### config.mk
export PLATFORM = sky130hd
export DESIGN_NAME = sram_mem_ctrl
export DESIGN_NICKNAME = d
export VERILOG_FILES = /design/src/rtl/sram_mem_ctrl.sv
export SDC_FILE = /design/constraint.sdc
export NUM_CORES = 1
export LEC_CHECK = 0
export ABC_AREA = 1
export BUFFER_PORTS_ARGS = -buffer_cell sky130_fd_sc_hd__buf_2
export CAP_MARGIN = 5
export CORE_MARGIN = 2
export CORE_UTILIZATION = 40
export DETAILED_ROUTE_END_ITERATION = 6
export PLACE_DENSITY = 0.71
export SLEW_MARGIN = 0
export SYNTH_ARGS = -nofsm -noshare
export SYNTH_HDL_FRONTEND = slang
export SYNTH_SLANG_ARGS = --single-unit
export TNS_END_PERCENT = 30
### constraint.sdc
create_clock -name clk -period 1.8 [get_ports clk]
set_input_delay 0.27 -clock clk [delete_from_list [all_inputs] [get_ports clk]]
set_output_delay 0.27 -clock clk [all_outputs]
set_load 0.02 [all_outputs]
### src/rtl/sram_mem_ctrl.sv
// sram_mem_ctrl: sequences CPU and video accesses onto an async SRAM.
// Optional video port: define MEMC_VIDPORT_EN to enable it.
module sram_mem_ctrl #(
   parameter int DATAWIDTH   = 16,
   parameter int ADDRWIDTH   = 16,
   parameter int WAIT_CYCLES = 2
) (
   input  logic                 clk,
   input  logic                 rst,
   input  logic                 cpu_ce_n,
   input  logic                 cpu_oe_n,
   input  logic                 cpu_we_n,
   input  logic [ADDRWIDTH-1:0] cpu_addr,
   input  logic [DATAWIDTH-1:0] cpu_din,
   output logic [DATAWIDTH-1:0] cpu_dout,
   output logic                 cpu_ready,
   input  logic                 vid_req,
   input  logic [ADDRWIDTH-1:0] vid_addr,
   output logic [DATAWIDTH-1:0] vid_data,
   output logic                 vid_valid,
   output logic [ADDRWIDTH-1:0] sram_addr,
   output logic [DATAWIDTH-1:0] sram_dq_out,
   output logic                 sram_dq_oe,
   input  logic [DATAWIDTH-1:0] sram_dq_in,
   output logic                 sram_ce_n,
   output logic                 sram_oe_n,
   output logic                 sram_we_n
);

   localparam int CW = (WAIT_CYCLES > 1) ? $clog2(WAIT_CYCLES) : 1;
   localparam logic [CW-1:0] CNT_LOAD = CW'(WAIT_CYCLES - 1);

`ifdef MEMC_VIDPORT_EN
   typedef enum logic [2:0] {IDLE, CRD, CWR, WREC, VRD} state_t;
`else
   typedef enum logic [2:0] {IDLE, CRD, CWR, WREC} state_t;
`endif

   state_t        state;
   logic [CW-1:0] cnt;
   logic          cpu_done;
   logic          cpu_req;

   // cpu_done blocks a held strobe from being serviced twice
   assign cpu_req = !cpu_ce_n && (!cpu_oe_n || !cpu_we_n) && !cpu_done;

`ifndef MEMC_VIDPORT_EN
   assign vid_data  = '0;
   assign vid_valid = 1'b0;
   logic unused_vid;
   assign unused_vid = ^{vid_req, vid_addr};
`endif

   always_ff @(posedge clk or negedge rst) begin
      if (!rst) begin
         state       <= IDLE;
         cnt         <= '0;
         cpu_done    <= 1'b0;
         cpu_dout    <= '0;
         cpu_ready   <= 1'b0;
         sram_addr   <= '0;
         sram_dq_out <= '0;
         sram_dq_oe  <= 1'b0;
         sram_ce_n   <= 1'b1;
         sram_oe_n   <= 1'b1;
         sram_we_n   <= 1'b1;
`ifdef MEMC_VIDPORT_EN
         vid_data    <= '0;
         vid_valid   <= 1'b0;
`endif
      end else begin
         cpu_ready <= 1'b0;
`ifdef MEMC_VIDPORT_EN
         vid_valid <= 1'b0;
`endif
         unique case (state)
            IDLE: begin
               if (cpu_req) begin
                  sram_addr <= cpu_addr;
                  cnt       <= CNT_LOAD;
                  sram_ce_n <= 1'b0;
                  // write wins when both strobes are low
                  if (!cpu_we_n) begin
                     state       <= CWR;
                     sram_dq_out <= cpu_din;
                     sram_we_n   <= 1'b0;
                     sram_dq_oe  <= 1'b1;
                  end else begin
                     state     <= CRD;
                     sram_oe_n <= 1'b0;
                  end
               end
`ifdef MEMC_VIDPORT_EN
               else if (vid_req) begin
                  state     <= VRD;
                  sram_addr <= vid_addr;
                  cnt       <= CNT_LOAD;
                  sram_ce_n <= 1'b0;
                  sram_oe_n <= 1'b0;
               end
`endif
            end
            CRD: begin
               if (cnt == '0) begin
                  state     <= IDLE;
                  cpu_dout  <= sram_dq_in;
                  cpu_ready <= 1'b1;
                  cpu_done  <= 1'b1;
                  sram_ce_n <= 1'b1;
                  sram_oe_n <= 1'b1;
               end else begin
                  cnt <= cnt - 1'b1;
               end
            end
            CWR: begin
               if (cnt == '0) begin
                  // release we_n but keep ce_n and data driven for hold
                  state     <= WREC;
                  sram_we_n <= 1'b1;
               end else begin
                  cnt <= cnt - 1'b1;
               end
            end
            WREC: begin
               state      <= IDLE;
               cpu_ready  <= 1'b1;
               cpu_done   <= 1'b1;
               sram_ce_n  <= 1'b1;
               sram_dq_oe <= 1'b0;
            end
`ifdef MEMC_VIDPORT_EN
            VRD: begin
               if (cnt == '0) begin
                  state     <= IDLE;
                  vid_data  <= sram_dq_in;
                  vid_valid <= 1'b1;
                  sram_ce_n <= 1'b1;
                  sram_oe_n <= 1'b1;
               end else begin
                  cnt <= cnt - 1'b1;
               end
            end
`endif
            default: state <= IDLE;
         endcase
         // deselect re-arms the CPU port; overrides a same-edge set
         if (cpu_ce_n) cpu_done <= 1'b0;
      end
   end

endmodule

==> Word level (Yosys, flattened, before mapping) <==
Cells that the tools add are included.
{ "word_totals": {"in_bits": 70, "register_bits": 58, "word_cells": 72} }
{ "op_classes": {"eq_ne": 9, "muxes": 24, "addsub": 1, "bitwise_logic": 2, "reduce_logical": 25} }
{ "ops": {"columns": ["op", "n"], "rows": [
  ["$mux W1", 12],
  ["$pmux W1 S2", 6],
  ["$reduce_and A3 Y1", 4],
  ["$ne A2 B2 Y1 const B", 5],
  ["$mux W3", 3],
  ["$pmux W3 S3", 1],
  ["$reduce_and A2 Y1", 4],
  ["$reduce_and A4 Y1", 2],
  ["$reduce_bool A2 Y1", 4],
  ["$eq A3 B2 Y1 const B", 2],
  ["$reduce_bool A3 Y1", 2],
  ["$logic_not A1 Y1", 4],
  ["$eq A3 B1 Y1 const B", 1],
  ["$logic_not A3 Y1", 1],
  ["$ne A3 B3 Y1 const B", 1],
  ["$pmux W1 S3", 1],
  ["$logic_and A1 B1 Y1", 2],
  ["$mux W2", 1],
  ["$not A1 Y1", 2],
  ["$reduce_or A2 Y1", 1],
  ["$logic_or A1 B1 Y1", 1],
  ["$sub A1 B1 Y1 const B", 1]
]} }

==> Logic depth before layout (Yosys ltp) <==
{ "logic_depth": {"word_depth": 6, "mapped_depth": 9} }

==> Least setup slack after synthesis <==
OpenSTA, ideal clock, no wires.
{ "synth_path": {"path_type": "reg-to-reg", "from": "register state[0]", "to": "register sram_dq_out[0]", "t_required_ps": 1683, "path_stages_with_launch": 9, "path_slack_ps": 361, "n_path_buf": 1, "arrival_time_ps": 1322, "setup_ps": 117, "cell_sequence": "dfrtp_1 > inv_1 > ha_1 > inv_2 > nor2_8 > nand2_4 > buf_6 > nand2_1 > nand2_1"} }
{ "synth_between": {"elab_chain_len": 2} }
{ "synth_rtl": {"columns": ["item", "line_no", "rtl"], "rows": [
  ["start: declaration", "39", "state_t state;"],
  ["start signal: assignment", "56", "state <= IDLE;"],
  ["start signal: assignment", "84", "state <= CWR;"],
  ["start signal: assignment", "89", "state <= CRD;"],
  ["$logic_not A3 Y1", "76", "unique case (state)"],
  ["$reduce_and A3 Y1 (no line)", null, null],
  ["end signal: assignment", "85", "sram_dq_out <= cpu_din;"],
  ["end: declaration", "22", "output logic [DATAWIDTH-1:0] sram_dq_out,"]
]} }
Every way passes these cells.
A chain may end at the register's enable or synchronous reset.

==> Worst setup path after layout <==
{ "layout_path": {"from": "register state[1]", "to": "register cpu_dout[15]"} }
{ "layout_between": {"elab_chain_len": 2} }
{ "layout_rtl": {"columns": ["item", "line_no", "rtl"], "rows": [
  ["$eq A3 B1 Y1", "76", null],
  ["$reduce_and A2 Y1 (no line)", null, null],
  ["end signal: assignment", "106", "cpu_dout <= sram_dq_in;"],
  ["end: declaration", "15", "output logic [DATAWIDTH-1:0] cpu_dout,"]
]} }
Every way passes these cells.

==> impl_results.md <==
* Tmin final at 1.54 ns
* Setup ws final at 0.263 ns
* Die Span Y at 83.2 um
* Vias per cell at about 4.5
* First-pass GRT wire length at just over 9 mm
* Post-synthesis cell type count at 23
* Routability Congestion at 0.757
* Pwr/cell area at 1870 mW/mm^2
* Gate power share at 45.1%
* Max Slew Vio Count at 0
* Average size of a mapped cell at 8.95 um^2
* Power Total at 6100 uW
* Seq cells post-synth at 57
* Compound-Gate Fraction of Synth Area at 2.10%
* Largest net degree at the start of global routing at 58
* Detailed-router iteration count before antenna repair at 4
* Initial Util at 41.8%
* Sequential-to-total area share from yosys stat at 57.1%
* Final Cycle Share at 85.4%
* Via Count at 2144
* RSZ-0062 raised after global routing: no
* Clk pwr share at a little under a fifth
* Count of final hold-check violations at 0
* Run status: finished, final reports clean
* Sw frac at 43.0%
* Initial DRC Count at 82
* CP endpoint kind: register
* Post-synth ARST share at 100%
* PortBufs at 105
* Share of the synthesized area in the top cell type at 53.9%
* Site Rows at 28
* Critical path peak fanout at 17
* Resize count post-CTS at 0
* Total grt overflow at 0
* Mux contribution to synthesized area at 0%
* Synth area leaders: dfrtp_1, nand2_1, buf_4
* Antenna-violating nets left at 0
* Final Net Count at 469
* DRT Wirelength at 5.34 mm
* Sequential group share of total power at 36.4%
* Post-CTS setup buffers at 0
* Pint at between 3000 and 4000 uW
* Post-Synth Simple-Gate Area at 30.3%
* Worst hold path class: input port to register
* H-tree levels at 3
* Layout area overhead at 30.2%
* CP Launch Type: register
* Top cells by count, synth: nand2_1, dfrtp_1, buf_4, nand3_1
* Largest family of logic cells by synthesized area: simple AND/OR/NAND/NOR gates
* Vias in the first global route at 2074
* # diodes at 0
* Worst slack, placed at 0.249 ns
* Clock root cell: clkbuf_8
* Hold_buf cts at 1
* Number of flops mapped to enable cells by yosys at 0
* Per-cell routed wire length at 11.2 um
* Synth area leader: dfrtp_1
* Layout cell share with drive strength beyond 1 at 34.5%
* Hpwl dp at 3.90 mm
* Worst vdd ir at 0.808 mV
* Leak at 0.00194 uW
* Longest Clk Path Bufs at 2
* Post-layout util at 54.5%
* Clk_lat worst skew at 0.32 ns
* IO Pins at between 100 and 150
* Fmax at 651 MHz
* Post-Syn Instances at 280
* Die Span X at 83.2 um
* Reported max-cap violation count at 0
* Initial antenna violation count at 0
* Final Skew at roughly 0.0061 ns
* Count leader, synth: nand2_1
* Clock-pin slew on the worst setup and hold paths at ~0.060 ns
* CTS Buf Count at 9
* Synth Area in XOR/XNOR at 0%
* CTS tree: built
* Critical path class: register to register
* Yosys warns at 0
* Ys flop type: dfrtp_1
* Placeable Area at 0.00599 mm^2
* WP data arrival at between 1.5 and 2 ns
* Num Clock Sinks at 57
* Critical Path RT at 2.01 ns
* Switching power at around 2600 uW
* Sum Neg Setup Slack at 0 ns
* Final setup vio count at 0
* Full die area at 0.00691 mm^2
* Tot GR Track Use at 16.3%
* DRC Markers at 0
* Post-Synth Adder-Cell Area at under 10%
* Synthesized cell area at between 0.002 and 0.003 mm^2
## worst max-delay path: stages (launching register included)
cell     delay (ns)
dfrtp_1        0.41
inv_1          0.09
ha_1           0.21
inv_2          0.06
nor2_2         0.28
inv_2          0.21
nand2_1        0.11
nand2_1        0.05
## path summary, 6_finish.rpt
kind,start,to,slack [ns],depth (start not counted)
setup / recovery,state[1],cpu_dout[15],0.26,7
hold / removal,cpu_addr[14],sram_addr[14],0.14,3
setup reg to reg,state[1],cpu_dout[15],0.26,7
hold reg to reg,sram_we_n,sram_we_n,0.46,2
max in group asynchronous,rst,sram_oe_n,1.02,3
min in group asynchronous,rst,sram_dq_out[2],0.48,3
## routing by layer
metal  part of all wire [%]  vias up  track usage (%)
met5                      0        -                0
met4                    2.3        0             7.30
met3                    6.6       11             4.08
met2                     47       77             27.1
met1                     44      980             20.1
li1                       -     1076                -
## cell families after synthesis
family                   Yosys count
other                              1
AO/OA/AOI/OAI                     10
buffers and inverters             32
adder cells (fa/ha/maj)            4
AND/OR/NAND/NOR                  176
flip-flops                        57
## final cells by class
class,count,area [um^2]
clock inverters,3,40.0
repair buffers,112,593
well taps,75,93.8
flip-flops and latches,57,1430
clock buffers,13,149
inverters,8,32.5
fillers,588,2730
multi-input cells,207,925
## placed cells by master, fill, tap and decap left out, drive strengths merged
cell type	n
dlygate4sd3	1
a21oi	4
nor2	6
ha	4
o21a	1
buf	111
dfstp	3
clkbuf	13
nand3	19
dfrtp	54
nand4	2
o21ai	5
clkinv	2
conb	17
nand2	149
inv	8
bufinv	1
## per-stage QoR
step                hold WS (ns)  cells  instance area [um^2]
global route               0.131    475                  3260
finish                     0.141    475                  3260
CTS                        0.126    475                  3260
global placement           0.296    458                  3060
detailed placement         0.295    458                  3060
floorplan                -0.0256    296                  2570
## registers in the layout, summed over array words and instances, names as in the netlist
register     count
sram_dq_out     16
state            2
cpu_dout        16
cnt              1
cpu_done         1
sram_we_n        1
cpu_ready        1
sram_ce_n        1
sram_addr       16
sram_oe_n        1
sram_dq_oe       1
## power by group through the flow
stage               Combinational (uW)  Clock (uW)  Sequential (uW)
finish                            2750        1130             2220
CTS                               2790        1180             2220
floorplan                         1200           0             2910
detailed placement                2790           0             2240
global placement                  2740           0             2220
global route                      3060        1240             2300
Power figures use the tool's default switching activity.
